**src/rtl/tdm_pkg.sv**
```systemverilog
// Shared definitions for the time-division link (transmit and receive sides).
package tdm_pkg;

  // Default frame shape shared with the transmit side
  localparam int NCH_DEF = 4;
  localparam int W_DEF   = 1;

  // Receive-side sync state: hunting for fsync, or locked onto the frame
  typedef enum logic {
    ST_HUNT = 1'b0,
    ST_LOCK = 1'b1
  } tdm_state_e;

  // Counter width needed to hold values 0..n-1
  function automatic int slot_width(input int n);
    return $clog2(n);
  endfunction

endpackage

```
**src/rtl/tdm_slot_cnt.sv**
```systemverilog
// Mod-NCH slot position counter with increment, realign-to-1 and clear.
module tdm_slot_cnt
  import tdm_pkg::*;
#(
  parameter int NCH = NCH_DEF,
  parameter int SW  = slot_width(NCH)
) (
  input  logic          clk,
  input  logic          rst_n,
  input  logic          inc,
  input  logic          load1,
  input  logic          clr,
  output logic [SW-1:0] slot
);

  logic [SW-1:0] slot_d, slot_q;

  // Next slot: clear wins over realign, realign wins over increment; wraps at NCH-1
  always_comb begin
    slot_d = slot_q;
    if (clr) begin
      slot_d = '0;
    end else if (load1) begin
      slot_d = SW'(1);
    end else if (inc) begin
      if (slot_q == SW'(NCH - 1)) begin
        slot_d = '0;
      end else begin
        slot_d = slot_q + 1'b1;
      end
    end
  end

  // Slot register
  always_ff @(posedge clk or negedge rst_n) begin
    if (!rst_n) begin
      slot_q <= '0;
    end else begin
      slot_q <= slot_d;
    end
  end

  assign slot = slot_q;

endmodule

```
**src/rtl/tdm_demux.sv**
```systemverilog
// TDM receive demultiplexer: locks onto fsync and steers beats into channel registers.
module tdm_demux
  import tdm_pkg::*;
#(
  parameter int NCH  = NCH_DEF,
  parameter int W    = W_DEF,
  parameter int LOSS = 2
) (
  input  logic             clk,
  input  logic             rst_n,
  input  logic [W-1:0]     din,
  input  logic             valid,
  input  logic             fsync,
  output logic [NCH*W-1:0] dout,
  output logic [NCH-1:0]   upd,
  output logic             frame_done,
  output logic             locked,
  output logic             err
);

  localparam int SW = slot_width(NCH);
  localparam int MW = slot_width(LOSS + 1);

  tdm_state_e       state_d, state_q;
  logic [MW-1:0]    miss_d, miss_q;
  logic [MW:0]      miss_inc;
  logic [NCH*W-1:0] dout_d, dout_q;
  logic [NCH-1:0]   upd_d, upd_q;
  logic             frame_done_d, frame_done_q;
  logic             err_d, err_q;
  logic             wr_en;
  logic [SW-1:0]    wr_ch;
  logic             cnt_inc, cnt_load1, cnt_clr;
  logic [SW-1:0]    slot;

  tdm_slot_cnt #(
    .NCH (NCH),
    .SW  (SW)
  ) u_slot_cnt (
    .clk   (clk),
    .rst_n (rst_n),
    .inc   (cnt_inc),
    .load1 (cnt_load1),
    .clr   (cnt_clr),
    .slot  (slot)
  );

  // Sync FSM: decides per valid beat which channel is written, slot movement and sync errors
  always_comb begin
    state_d      = state_q;
    miss_d       = miss_q;
    miss_inc     = {1'b0, miss_q} + 1'b1;
    wr_en        = 1'b0;
    wr_ch        = '0;
    frame_done_d = 1'b0;
    err_d        = 1'b0;
    cnt_inc      = 1'b0;
    cnt_load1    = 1'b0;
    cnt_clr      = 1'b0;
    if (valid) begin
      unique case (state_q)
        ST_HUNT: begin
          if (fsync) begin
            wr_en     = 1'b1;
            cnt_load1 = 1'b1;
            miss_d    = '0;
            state_d   = ST_LOCK;
          end
        end
        ST_LOCK: begin
          if (fsync) begin
            wr_en     = 1'b1;
            cnt_load1 = 1'b1;
            if (slot != '0) begin
              err_d = 1'b1;
            end else begin
              miss_d = '0;
            end
          end else if (slot == '0) begin
            err_d = 1'b1;
            if (miss_inc < (MW + 1)'(LOSS)) begin
              wr_en     = 1'b1;
              cnt_load1 = 1'b1;
              miss_d    = miss_inc[MW-1:0];
            end else begin
              state_d = ST_HUNT;
              cnt_clr = 1'b1;
              miss_d  = '0;
            end
          end else begin
            wr_en        = 1'b1;
            wr_ch        = slot;
            cnt_inc      = 1'b1;
            frame_done_d = (slot == SW'(NCH - 1));
          end
        end
        default: state_d = ST_HUNT;
      endcase
    end
  end

  // Channel write decode: one-hot strobe and the addressed holding register
  always_comb begin
    dout_d = dout_q;
    upd_d  = '0;
    for (int k = 0; k < NCH; k++) begin
      if (wr_en && (wr_ch == SW'(k))) begin
        dout_d[k*W +: W] = din;
        upd_d[k]         = 1'b1;
      end
    end
  end

  // State, miss counter, channel registers and output strobes
  always_ff @(posedge clk or negedge rst_n) begin
    if (!rst_n) begin
      state_q      <= ST_HUNT;
      miss_q       <= '0;
      dout_q       <= '0;
      upd_q        <= '0;
      frame_done_q <= 1'b0;
      err_q        <= 1'b0;
    end else begin
      state_q      <= state_d;
      miss_q       <= miss_d;
      dout_q       <= dout_d;
      upd_q        <= upd_d;
      frame_done_q <= frame_done_d;
      err_q        <= err_d;
    end
  end

  assign dout       = dout_q;
  assign upd        = upd_q;
  assign frame_done = frame_done_q;
  assign locked     = (state_q == ST_LOCK);
  assign err        = err_q;

endmodule

```
**config.mk**
```make
export PLATFORM = sky130hd
export DESIGN_NAME = tdm_demux
export DESIGN_NICKNAME = d
export VERILOG_FILES = /design/src/rtl/tdm_pkg.sv /design/src/rtl/tdm_slot_cnt.sv /design/src/rtl/tdm_demux.sv
export SDC_FILE = /design/constraint.sdc
export NUM_CORES = 1
export LEC_CHECK = 0
export BUFFER_PORTS_ARGS = -buffer_cell sky130_fd_sc_hd__buf_2
export CORE_MARGIN = 4
export CORE_UTILIZATION = 50
export CTS_BUF_LIST = sky130_fd_sc_hd__clkbuf_8 sky130_fd_sc_hd__clkbuf_16
export DETAILED_ROUTE_END_ITERATION = 8
export GPL_TIMING_DRIVEN = 0
export PLACE_DENSITY_LB_ADDON = 0.25
export SLEW_MARGIN = 20
export SYNTH_ARGS = -nofsm -noshare
export SYNTH_HDL_FRONTEND = slang
export SYNTH_SLANG_ARGS = --single-unit
```
**constraint.sdc**
```tcl
create_clock -name clk -period 2.8 [get_ports clk]
set_input_delay 0.28 -clock clk [delete_from_list [all_inputs] [get_ports clk]]
set_output_delay 0.28 -clock clk [all_outputs]
set_load 0.03 [all_outputs]
```
### After elaboration in Yosys (flattened, before gate mapping)

Index checks and enable logic that the tools add are counted.

| word-level totals | value |
|---|---|
| bits in registers | 15 |
| word-level logic and storage cells | 76 |
| output and inout port bits | 11 |

| cells by class | value |
|---|---|
| add/subtract/negate cells | 2 |
| multiplexer cells | 46 |
| reductions and logical operators | 9 |
| order comparisons | 1 |
| bitwise operators | 1 |
| equal/unequal tests | 7 |

Operators by type and width:

| operator | count |
|---|---|
| two-way mux 1 bit | 30 |
| two-way mux 2 bit | 13 |
| == test 2 bit (second input constant) | 3 |
| logical AND 1 bit | 4 |
| logical NOT 2 bit | 2 |
| one-hot mux 1 bit (2 select lines) | 2 |
| one-hot mux 2 bit (2 select lines) | 1 |
| AND reduction 4 bit | 1 |
| adder 2 x 1 -> 3 bit (second input constant) | 1 |
| less-than comparator 3 x 2 -> 1 bit (second input constant) | 1 |
| != test 3 x 2 -> 1 bit (second input constant) | 1 |
| != test 3 bit (second input constant) | 1 |
| nonzero test 3 bit | 1 |
| adder 2 x 1 -> 2 bit (second input constant) | 1 |
| == test 2 x 1 -> 1 bit (second input constant) | 1 |
| != test 2 bit (second input constant) | 1 |
| nonzero test 2 bit | 1 |
| NOT 1 bit | 1 |

### Longest topological paths before layout

Gate-level depths: netlist (run 1).

| logic depth | value |
|---|---|
| depth after elaboration | 9 |
| gate-level depth with buffers | 8 |
| depth with buffers taken out | 8 |

### Cells and area by module

Synthesis (run 1) repeated with hierarchy kept, for this count alone.

| unflattened totals | value |
|---|---|
| cells, all modules | 55 |
| area, all modules | 726.9 um^2 |

Modules (own cells, without submodules):

| module | times used | cells an instance | sequential area each (um^2) | area each (um^2) |
|---|---|---|---|---|
| tdm_demux | 1 | 46 | 325.3 | 624.3 |
| tdm_slot_cnt | 1 | 9 | 50.0 | 102.6 |

### Worst setup path after synthesis (run 1)

No wires, ideal clock.

| path | value |
|---|---|
| path kind | register -> register |
| from | register u_slot_cnt.slot_q[0] (netlist: u_slot_cnt.slot[0]) |
| to | register dout_q[0] (netlist: dout[0]) |
| data required time | 2,675 ps |
| setup time | 125 ps |
| buffers on the path | 0 |
| path slack | 1,187 ps |
| cell stages (with the launch flop) | 7 |
| arrival time | 1,488 ps |
| cell sequence | dfrtp_1 > inv_1 > ha_1 > nand2b_1 > a41oi_1 > nor2b_1 > mux2_2 |

| between the ends | value |
|---|---|
| word-level cells in the longest chain between the ends | 7 |
| elaborated cells between the ends (all ways) | 11 |
| classes of those cells | mux: 8; reduce/logical: 3 |

RTL lines:

| item | RTL line | source |
|---|---|---|
| start: declaration | tdm_slot_cnt.sv:16 | `logic [SW-1:0] slot_d, slot_q;` |
| start signal: assignment | tdm_slot_cnt.sv:39 | `slot_q <= slot_d;` |
| logical NOT 2 bit | tdm_demux.sv:79 | `end else if (slot == '0) begin` |
| two-way mux 2 bit | tdm_demux.sv:79 |  |
| two-way mux 2 bit | tdm_demux.sv:71 | `if (fsync) begin` |
| two-way mux 2 bit | tdm_demux.sv:61 | `unique case (state_q)` |
| two-way mux 2 bit | tdm_demux.sv:60 | `if (valid) begin` |
| logical NOT 2 bit | tdm_demux.sv:107 | `if (wr_en && (wr_ch == SW'(k))) begin` |
| logical AND 1 bit (*) | tdm_demux.sv:107 |  |
| end signal: assignment | tdm_demux.sv:126 | `dout_q <= dout_d;` |
| end: declaration | tdm_demux.sv:27 | `logic [NCH*W-1:0] dout_d, dout_q;` |

Every way passes the cells marked *; elsewhere a longest branch is shown, timed or not.
A chain may end at the register's enable or synchronous reset.

### Worst setup path in the final report (run 1)

Ends and elaborated chain as after synthesis.

==> impl_metrics.json, run 1 <==
{
  "post-route-period-util": 0.644,
  "syn_nets": 79,
  "netlist_instances": 68,
  "peakVddDrop_mv": 0.392,
  "rrSetupSlack_ns": 1.0,
  "post_cts_buffers": 0,
  "synth-seq-area-share": 0.488,
  "ys_warn_count": 0,
  "io_pins": 16,
  "critPathKind": "reg -> reg",
  "vias": 560,
  "die_area_sq_um": 2230,
  "drt_first_pass_iters": 2,
  "cts_hold_buf": 1,
  "r2r-end": "dout[0]",
  "initial_core_util": 0.563,
  "timing.hold.worst_endpoint": "dout[1]",
  "io_buffer_count": 15,
  "synth_area_leaders": "dfrtp_1 (49%), ha_1 (9.8%), a21oi_1 (4.6%)",
  "worst-r2r-cell-count": 6,
  "dp_hpwl_um": 1070,
  "r2r-start": "u_slot_cnt.slot[0]",
  "critical_path.max_stage_delay_ns": 0.46,
  "slew_violations": 0,
  "worstPathArrival_ns": 1.93,
  "instances_no_fill": 103,
  "whs_path_depth": 2,
  "crit_family": "flip-flops",
  "synth_seq_cells": 15,
  "wl_per_cell_um": 13.6,
  "hold_path_class": "in -> reg",
  "core_area_sq_um": 1370,
  "p_total_mw": 0.687,
  "syn-cell-area_sq_um": 769,
  "routed_wirelength_um": 1400,
  "n_antenna_cell": 0,
  "cp_data_required_time_ns": 2.92,
  "rsz0062_at_grt": "false",
  "p_per_area_nw_per_um2": 746,
  "cts_max_level": 1,
  "placed_cells_incl_taps": 98,
  "fp.dieW_um": 47.2,
  "cts_root_buf": "clkbuf_8",
  "worst-path-buf-inv": 1,
  "leakagePower_nw": 0.479,
  "tns_ns": 0,
  "drive_gt1_frac": 0.341,
  "track_usage": 0.152,
  "antenna_found_initial": 0,
  "startpoint_type": "register",
  "cts_tree": "done",
  "cts_resized": 0,
  "slew_headroom": 0.736,
  "cp_max_fo": 7,
  "tightest_slew_ns": 0.397,
  "max_freq_ghz": 0.555,
  "grt_pass1_wl_um": 2320,
  "route.detailed.drc": 0,
  "clk-insertion-delay-late_ns": 0.24,
  "cts_buffers": 3,
  "cap_violations": 0,
  "hold_viol": 0,
  "vias_per_cell": 5.44,
  "yosysUniqueCellTypes": 29,
  "status": "finished, final reports clean",
  "min_from": "din",
  "cp-end-kind": "register",
  "ant_nets": 0,
  "fin_skew_ns": 0.00193,
  "area_delta_synth_final_pct": 19.5,
  "worst_path_max_delay_cell": "dfrtp_1",
  "detail_route.iter0.violations": 6,
  "nets": 100,
  "synth_top_area_cell": "dfrtp_1",
  "clockBufferDepth": 2,
  "core.rowCount": 13,
  "dieHeight_um": 47.2,
  "grt.overflow.total": 0,
  "gp_congestion": 0.786,
  "fin_util": 0.673,
  "period_needed_ns": 1.80,
  "cts_sinks": 15,
  "crit_chain": "inv_1 -> ha_1 -> nand2b_1 -> a41oi_1 -> nor2b_1 -> mux2_2",
  "netlist.area_leader.share": 0.488,
  "grt_max_degree": 16,
  "clk_pin_slew_ns": 0.06,
  "grt_pass1_vias": 530,
  "avgSynthCellArea_sq_um": 11.3,
  "finalSetupViolations": 0
}
[how the worst max path moves through the flow]
stage | cells after the start | end | startpoint | slack, ns
after floorplan | 6 | dout[0] | u_slot_cnt.slot[0] | 1.19
after global placement | 6 | dout[0] | u_slot_cnt.slot[0] | 1.05
after detailed placement | 6 | dout[0] | u_slot_cnt.slot[0] | 1.00
after CTS | 6 | dout[0] | u_slot_cnt.slot[0] | 1.0
after global routing | 6 | dout[0] | u_slot_cnt.slot[0] | 0.85
final | 6 | dout[0] | u_slot_cnt.slot[0] | 1.0
[metrics by stage]
stage	hold WS, ns	area, sq um	setup WS, ns
after CTS	0.311	920	0.996
after global placement	0.196	863	1.05
after floorplan	-0.0156	769	1.19
final	0.319	920	0.997
after global routing	0.318	920	0.853
after detailed placement	0.195	863	1.00
[per-layer routing]
metal | up-vias | track usage | wire, um
met5 | - | 0 | 0
met4 | 0 | 0.0829 | 11
met3 | 2 | 0.0345 | 45
met2 | 7 | 0.251 | 719
met1 | 271 | 0.181 | 622
li1 | 280 | - | -
[power breakdown]
group / internal, mW / total [mW] / switching, mW
combinational: 0.0957 / 0.242 / 0.146
sequential: 0.258 / 0.277 / 0.0182
clock: 0.0982 / 0.168 / 0.0700
[synth_stat cells (all sizes together)]
cell type  count
clkbuf         1
a41oi          1
a41o           1
a31o           1
nor3           1
o21a           1
inv            6
nor3b          1
nor4           1
buf            1
mux2           4
nand2          2
a22oi          1
nor2b          2
nor2           3
o211ai         1
a21oi          7
a22o           1
ha             6
and2           1
nand3          3
o31ai          1
nand2b         3
and3b          1
dfrtp         15
and3           2
[flip-flops by register name (all words and copies together), names as in the netlist]
| signal | cells |
|---|---|
| upd | 4 |
| miss_q | 2 |
| err | 1 |
| frame_done | 1 |
| dout | 4 |
| u_slot_cnt.slot | 2 |
| locked | 1 |
[logic make-up after synthesis]
family / share of synthesized area
compound gates: 0.132
simple gates: 0.176
fa+ha+maj: 0.0976
flops: 0.488
buf+inv: 0.0439
mux: 0.0634
[area by class of cell]
cell class              instances  area (sq um)
well taps                      15          18.8
multi-input cells              45           360
inverters                       6          22.5
clock buffers                   3          41.3
clock inverters                 1          5.00
plain buffers                   2          11.3
repair buffers                 16          85.1
flip-flops and latches         15           375
fillers                       107           447
[cells in the final DEF, fill, tap and decap left out, types with 2 or more instances in the layout]
cell type   n
nor2_1      3
dfrtp_1    15
clkbuf_8    3
nand2_1     2
nand2b_1    3
buf_2      15
a21oi_1     7
inv_1       6
ha_1        6
mux2_2      3
nand3_1     2
and3_1      2
(Power assumes the default switching activity.)
==> run 2, diff against run 1 <==
--- a/config.mk
+++ b/config.mk
@@ -7,7 +7,7 @@
 export LEC_CHECK = 0
 export BUFFER_PORTS_ARGS = -buffer_cell sky130_fd_sc_hd__buf_2
 export CORE_MARGIN = 4
-export CORE_UTILIZATION = 50
+export CORE_UTILIZATION = 46
 export CTS_BUF_LIST = sky130_fd_sc_hd__clkbuf_8 sky130_fd_sc_hd__clkbuf_16
 export DETAILED_ROUTE_END_ITERATION = 8
 export GPL_TIMING_DRIVEN = 0
==> constraint.sdc (replaced) <==
create_clock -name clk -period 1.5 [get_ports clk]
set_input_delay 0.15 -clock clk [delete_from_list [all_inputs] [get_ports clk]]
set_output_delay 0.15 -clock clk [all_outputs]
set_load 0.03 [all_outputs]
==> run 2 against run 1 <==
Compared with the run above: the flow now finishes with violations (setup timing); sequential power rose by 85%; critical endpoint unchanged; via count rose by 7.5%; sequential share of layout area fell by 5.2 points; utilization rose by 1.6 points; die area rose by 7.2%; clock power rose by 93%.
==> impl_metrics.json, run 2 (synthesized netlist as in run 1, its figures left out) <==
{
  "cap_violations": 0,
  "period_needed_ns": 1.52,
  "slew_headroom": 0.741,
  "rsz0062_at_grt": "true",
  "ant_nets": 0,
  "finalSetupViolations": 2,
  "peakVddDrop_mv": 0.927,
  "critical_path.max_stage_delay_ns": 0.43,
  "clockBufferDepth": 2,
  "tightest_slew_ns": 0.388,
  "hold_viol": 0,
  "n_antenna_cell": 0,
  "gp_congestion": 0.743,
  "grt_pass1_wl_um": 2750,
  "cts_sinks": 15,
  "whs_path_depth": 2,
  "hold_slack_ns": 0.193,
  "cts_buffers": 3,
  "crit_chain": "inv_4 -> ha_4 -> nand2b_4 -> a41oi_2 -> nor2b_2 -> mux2_4",
  "hold_path_class": "in -> reg",
  "core_area_sq_um": 1540,
  "track_usage": 0.143,
  "post-route-period-util": 1.01,
  "clk-insertion-delay-late_ns": 0.24,
  "detail_route.iter0.violations": 6,
  "vias_per_cell": 5.38,
  "grt.overflow.total": 0,
  "cp_max_fo": 4,
  "cp_data_required_time_ns": 1.63,
  "nets": 108,
  "routed_wirelength_um": 1700,
  "worst_path_max_delay_cell": "dfrtp_2",
  "io_pins": 16,
  "final_common_cell": "buf_2",
  "wl_per_cell_um": 15.1,
  "worstPathArrival_ns": 1.65,
  "drt_first_pass_iters": 4,
  "initial_core_util": 0.499,
  "tns_ns": -0.0253,
  "io_buffer_count": 15,
  "failed_checks": "setup timing",
  "dp_hpwl_um": 1060,
  "cts_max_level": 1,
  "route.detailed.drc": 0,
  "drive_gt1_frac": 0.510,
  "design_area_sq_um": 1060,
  "p_total_mw": 1.42,
  "cts_root_buf": "clkbuf_8",
  "die_area_sq_um": 2390,
  "fp.dieW_um": 48.9,
  "startpoint_type": "register",
  "antenna_found_initial": 0,
  "cts_tree": "done",
  "area_delta_synth_final_pct": 38.0,
  "grt_pass1_vias": 612,
  "critPathKind": "reg -> reg",
  "status": "finished, violations left",
  "clk_pin_slew_ns": 0.06,
  "leakagePower_nw": 0.537,
  "p_per_area_nw_per_um2": 1330,
  "fin_skew_ns": 0.00207,
  "max_freq_ghz": 0.658,
  "dieHeight_um": 48.9,
  "worst-r2r-cell-count": 6,
  "cp-end-kind": "register",
  "slew_violations": 0,
  "grt_max_degree": 16,
  "placed_area_sq_um": 891,
  "core.rowCount": 14,
  "vias": 602,
  "setup_ws_ns": -0.0200,
  "final_cell_mix": "buf_2 (15), dfrtp_1 (13), buf_4 (8), a21oi_1 (7), inv_1 (4)"
}
## run 2: path summary, 6_finish.rpt
| path | to | slack [ns] | from |
|---|---|---|---|
| hold reg to reg | dout[3] | 0.50 | dout[3] |
| hold / removal | dout[1] | 0.19 | din |
| max in group asynchronous | locked | 0.89 | rst_n |
| setup / recovery | dout[0] | -0.02 | u_slot_cnt.slot[0] |
| min in group asynchronous | upd[1] | 0.35 | rst_n |
| setup reg to reg | dout[0] | -0.02 | u_slot_cnt.slot[0] |
## run 2: layout make-up
cell class	count	area (sq um)
buffer	2	15.0
clock buffer	3	41.3
clock inverter	1	5.00
fill	110	479
inverter	6	25.0
multi-input combinational	45	433
sequential	15	378
tap	16	20.0
timing repair buffer	24	145
## run 2: what timing repair did
| item | in CTS | in global routing |
|---|---|---|
| endpoints found under the setup margin | 7 | 8 |
| hold buffers | 1 | 0 |
| pin swaps | 2 | 4 |
| endpoints found under the hold margin | 15 | 0 |
| gates cloned | 0 | 0 |
| setup buffers | 3 | 5 |
| gates resized for setup | 5 | 6 |
## run 2: stage by stage
| step | instances | utilization | worst slack (ns) |
|---|---|---|---|
| 3_3_place_gp | 99 | 0.578 | -0.110 |
| 4_1_cts | 107 | 0.640 | -0.000385 |
| 2_1_floorplan | 68 | - | -0.00629 |
| 6_report | 112 | 0.689 | -0.0200 |
| 5_1_grt | 112 | 0.689 | -0.0628 |
| 3_5_place_dp | 99 | 0.578 | -0.113 |
## run 2: power by group
part           leakage (nW)  internal, mW  switching [mW]
sequential            0.187         0.483          0.0303
clock                0.0255         0.183           0.142
combinational         0.325         0.253           0.327
## run 2: critical path, delay by kind of cell (launching register included)
kind	cells	cell delay, ns
DFF	1	0.43
and+or+nand+nor	2	0.31
muxes	1	0.31
adders and majority gates	1	0.17
buffers and inverters	1	0.10
AOI/OAI and AO/OA	1	0.10
## run 2: metal layers
layer	vias up	global-route usage	wire, um	share of wire
met5	-	0	0	0
met4	0	0.0314	8	0.0047
met3	2	0.0183	60	0.035
met2	12	0.239	907	0.54
met1	291	0.195	717	0.42
li1	297	-	-	-
==> run 3, diff against run 2 <==
--- a/config.mk
+++ b/config.mk
@@ -12,6 +12,7 @@
 export DETAILED_ROUTE_END_ITERATION = 8
 export GPL_TIMING_DRIVEN = 0
 export PLACE_DENSITY_LB_ADDON = 0.25
+export SKIP_LAST_GASP = 1
 export SLEW_MARGIN = 20
 export SYNTH_ARGS = -nofsm -noshare
 export SYNTH_HDL_FRONTEND = slang
==> run 3 against run 2 <==
Compared with the run above: the run still ends with setup timing left; utilization unchanged; first-iteration DRC count increased by 33%; cell count unchanged; worst setup slack about the same; via count increased by 0.17%; largest power group unchanged; highest routed layer unchanged.
==> impl_metrics.json, run 3 (synthesized netlist as in run 1, its figures left out) <==
{
  "cp-end-kind": "register",
  "cap_violations": 0,
  "core_area_sq_um": 1540,
  "grtUsageMet1": 0.195,
  "cp_max_fo": 4,
  "nets": 108,
  "antenna_found_initial": 0,
  "hold_viol": 0,
  "detail_route.iter0.violations": 8,
  "area_delta_synth_final_pct": 38.0,
  "final_common_cell": "buf_2",
  "clk_pin_slew_ns": 0.06,
  "slew_headroom": 0.741,
  "design_area_sq_um": 1060,
  "cp.depth": 6,
  "io_pins": 16,
  "rrSetupSlack_ns": -0.02,
  "crit_path_end": "dout[0]",
  "grt_pass1_vias": 607,
  "slew_violations": 0,
  "grt_pass1_wl_um": 2750,
  "die_area_sq_um": 2390,
  "num-fill-cells": 110,
  "fin_skew_ns": 0.00207,
  "grt_use_met2": 0.239,
  "setup_ws_ns": -0.0200,
  "dp_hpwl_um": 1060,
  "core.rowCount": 14,
  "post-route-period-util": 1.01,
  "crit_family": "flip-flops",
  "seqPwrFrac": 0.362,
  "vias": 603,
  "p_total_mw": 1.42,
  "grt.overflow.total": 0,
  "placed_area_sq_um": 891,
  "worstPathArrival_ns": 1.65,
  "rsz0062_at_grt": "true",
  "hold_slack_ns": 0.193,
  "fin_util": 0.689,
  "top_usage_layer": "met2",
  "wl_per_cell_um": 15.2,
  "netSwitchingFraction": 0.352,
  "cts_buffers": 3,
  "failed_checks": "setup timing",
  "max_freq_ghz": 0.658,
  "r2r-end": "dout[0]",
  "drt_first_pass_iters": 4,
  "finalSetupViolations": 2,
  "worst_path_max_delay_cell": "dfrtp_2",
  "status": "finished, violations left",
  "leakagePower_nw": 0.537,
  "cp_data_required_time_ns": 1.63,
  "track_usage": 0.143,
  "cts_max_level": 1,
  "dieHeight_um": 48.9,
  "startpoint_type": "register",
  "clk-insertion-delay-late_ns": 0.24,
  "io_buffer_count": 15,
  "p_sw_mw": 0.499,
  "drive_gt1_frac": 0.510,
  "cts_root_buf": "clkbuf_8",
  "fp.dieW_um": 48.9,
  "worst-r2r-cell-count": 6,
  "ant_nets": 0,
  "tns_ns": -0.0271,
  "layout.area.seq_sq_um": 378,
  "peakVddDrop_mv": 0.927,
  "route.detailed.drc": 0,
  "clockBufferDepth": 2,
  "startpoint": "u_slot_cnt.slot[0]",
  "p_comb_frac": 0.409,
  "pwr-share-clk": 0.229,
  "grt_max_degree": 16,
  "r2r-start": "u_slot_cnt.slot[0]",
  "cts_tree": "done",
  "hold_path_class": "in -> reg",
  "initial_core_util": 0.499,
  "worst-path-buf-inv": 1,
  "tightest_slew_ns": 0.389,
  "routed_wirelength_um": 1700,
  "period_needed_ns": 1.52,
  "multi_input_area_sq_um": 433,
  "critPathKind": "reg -> reg",
  "grtUsageMet3": 0.0183,
  "gp_congestion": 0.743,
  "final_cell_mix": "buf_2 (15), dfrtp_1 (13), buf_4 (8), a21oi_1 (7), inv_1 (4)",
  "crit_chain": "inv_4 -> ha_4 -> nand2b_4 -> a41oi_2 -> nor2b_2 -> mux2_4",
  "vias_per_cell": 5.38,
  "p_per_area_nw_per_um2": 1340,
  "n_antenna_cell": 0,
  "cts_sinks": 15,
  "critical_path.max_stage_delay_ns": 0.43,
  "internal_power_mw": 0.919
}
## run 3: cell type report
| class | count | area share |
|---|---|---|
| Multi-Input combinational cell | 45 | 0.408 |
| Sequential cell | 15 | 0.356 |
| Timing Repair Buffer | 24 | 0.137 |
| Clock buffer | 3 | 0.0389 |
| Inverter | 6 | 0.0236 |
| Tap cell | 16 | 0.0188 |
| Buffer | 2 | 0.0141 |
| Clock inverter | 1 | 0.00471 |
## run 3: stage by stage
stage | setup WS, ns | instances
finish | -0.0200 | 112
global route | -0.0628 | 112
CTS | -0.00588 | 107
detailed placement | -0.113 | 99
global placement | -0.110 | 99
floorplan | -0.00629 | 68
## run 3: routing by layer
layer | wire length (um) | up-vias
met2 | 909 | 13
met4 | 8 | 0
li1 | - | 297
met1 | 718 | 291
met3 | 60 | 2
met5 | 0 | -
## run 3: timing repair
| item | in CTS | in global routing |
|---|---|---|
| endpoints found under the setup margin | 7 | 8 |
| endpoints found under the hold margin | 15 | 0 |
| buffers inserted | 3 | 5 |
| pin swaps | 1 | 5 |
| gates resized for setup | 5 | 6 |
| hold buffers | 1 | 0 |
## run 3: worst reg2reg max path: stages (launching register included)
cell      delay (ns)
dfrtp_2         0.43
inv_4           0.10
ha_4            0.17
nand2b_4        0.15
a41oi_2         0.10
nor2b_2         0.16
mux2_4          0.31
## run 3: power by group through the flow
| stage | clock network, mW | registers (mW) | logic, mW |
|---|---|---|---|
| floorplan | 0 | 0.620 | 0.249 |
| global placement | 0 | 0.525 | 0.453 |
| detailed placement | 0 | 0.527 | 0.468 |
| CTS | 0.328 | 0.511 | 0.505 |
| global route | 0.342 | 0.524 | 0.629 |
| finish | 0.325 | 0.513 | 0.580 |
## run 3: how the worst min path moves through the flow
stage / endpoint / slack (ns) / from / cells after the start
3_5_place_dp: err / 0.07 / rst_n / 1
4_1_cts: dout[1] / 0.19 / din / 2
2_1_floorplan: dout[0] / -0.15 / rst_n / 0
3_3_place_gp: err / 0.07 / rst_n / 1
6_report: dout[1] / 0.19 / din / 2
5_1_grt: dout[1] / 0.21 / din / 2
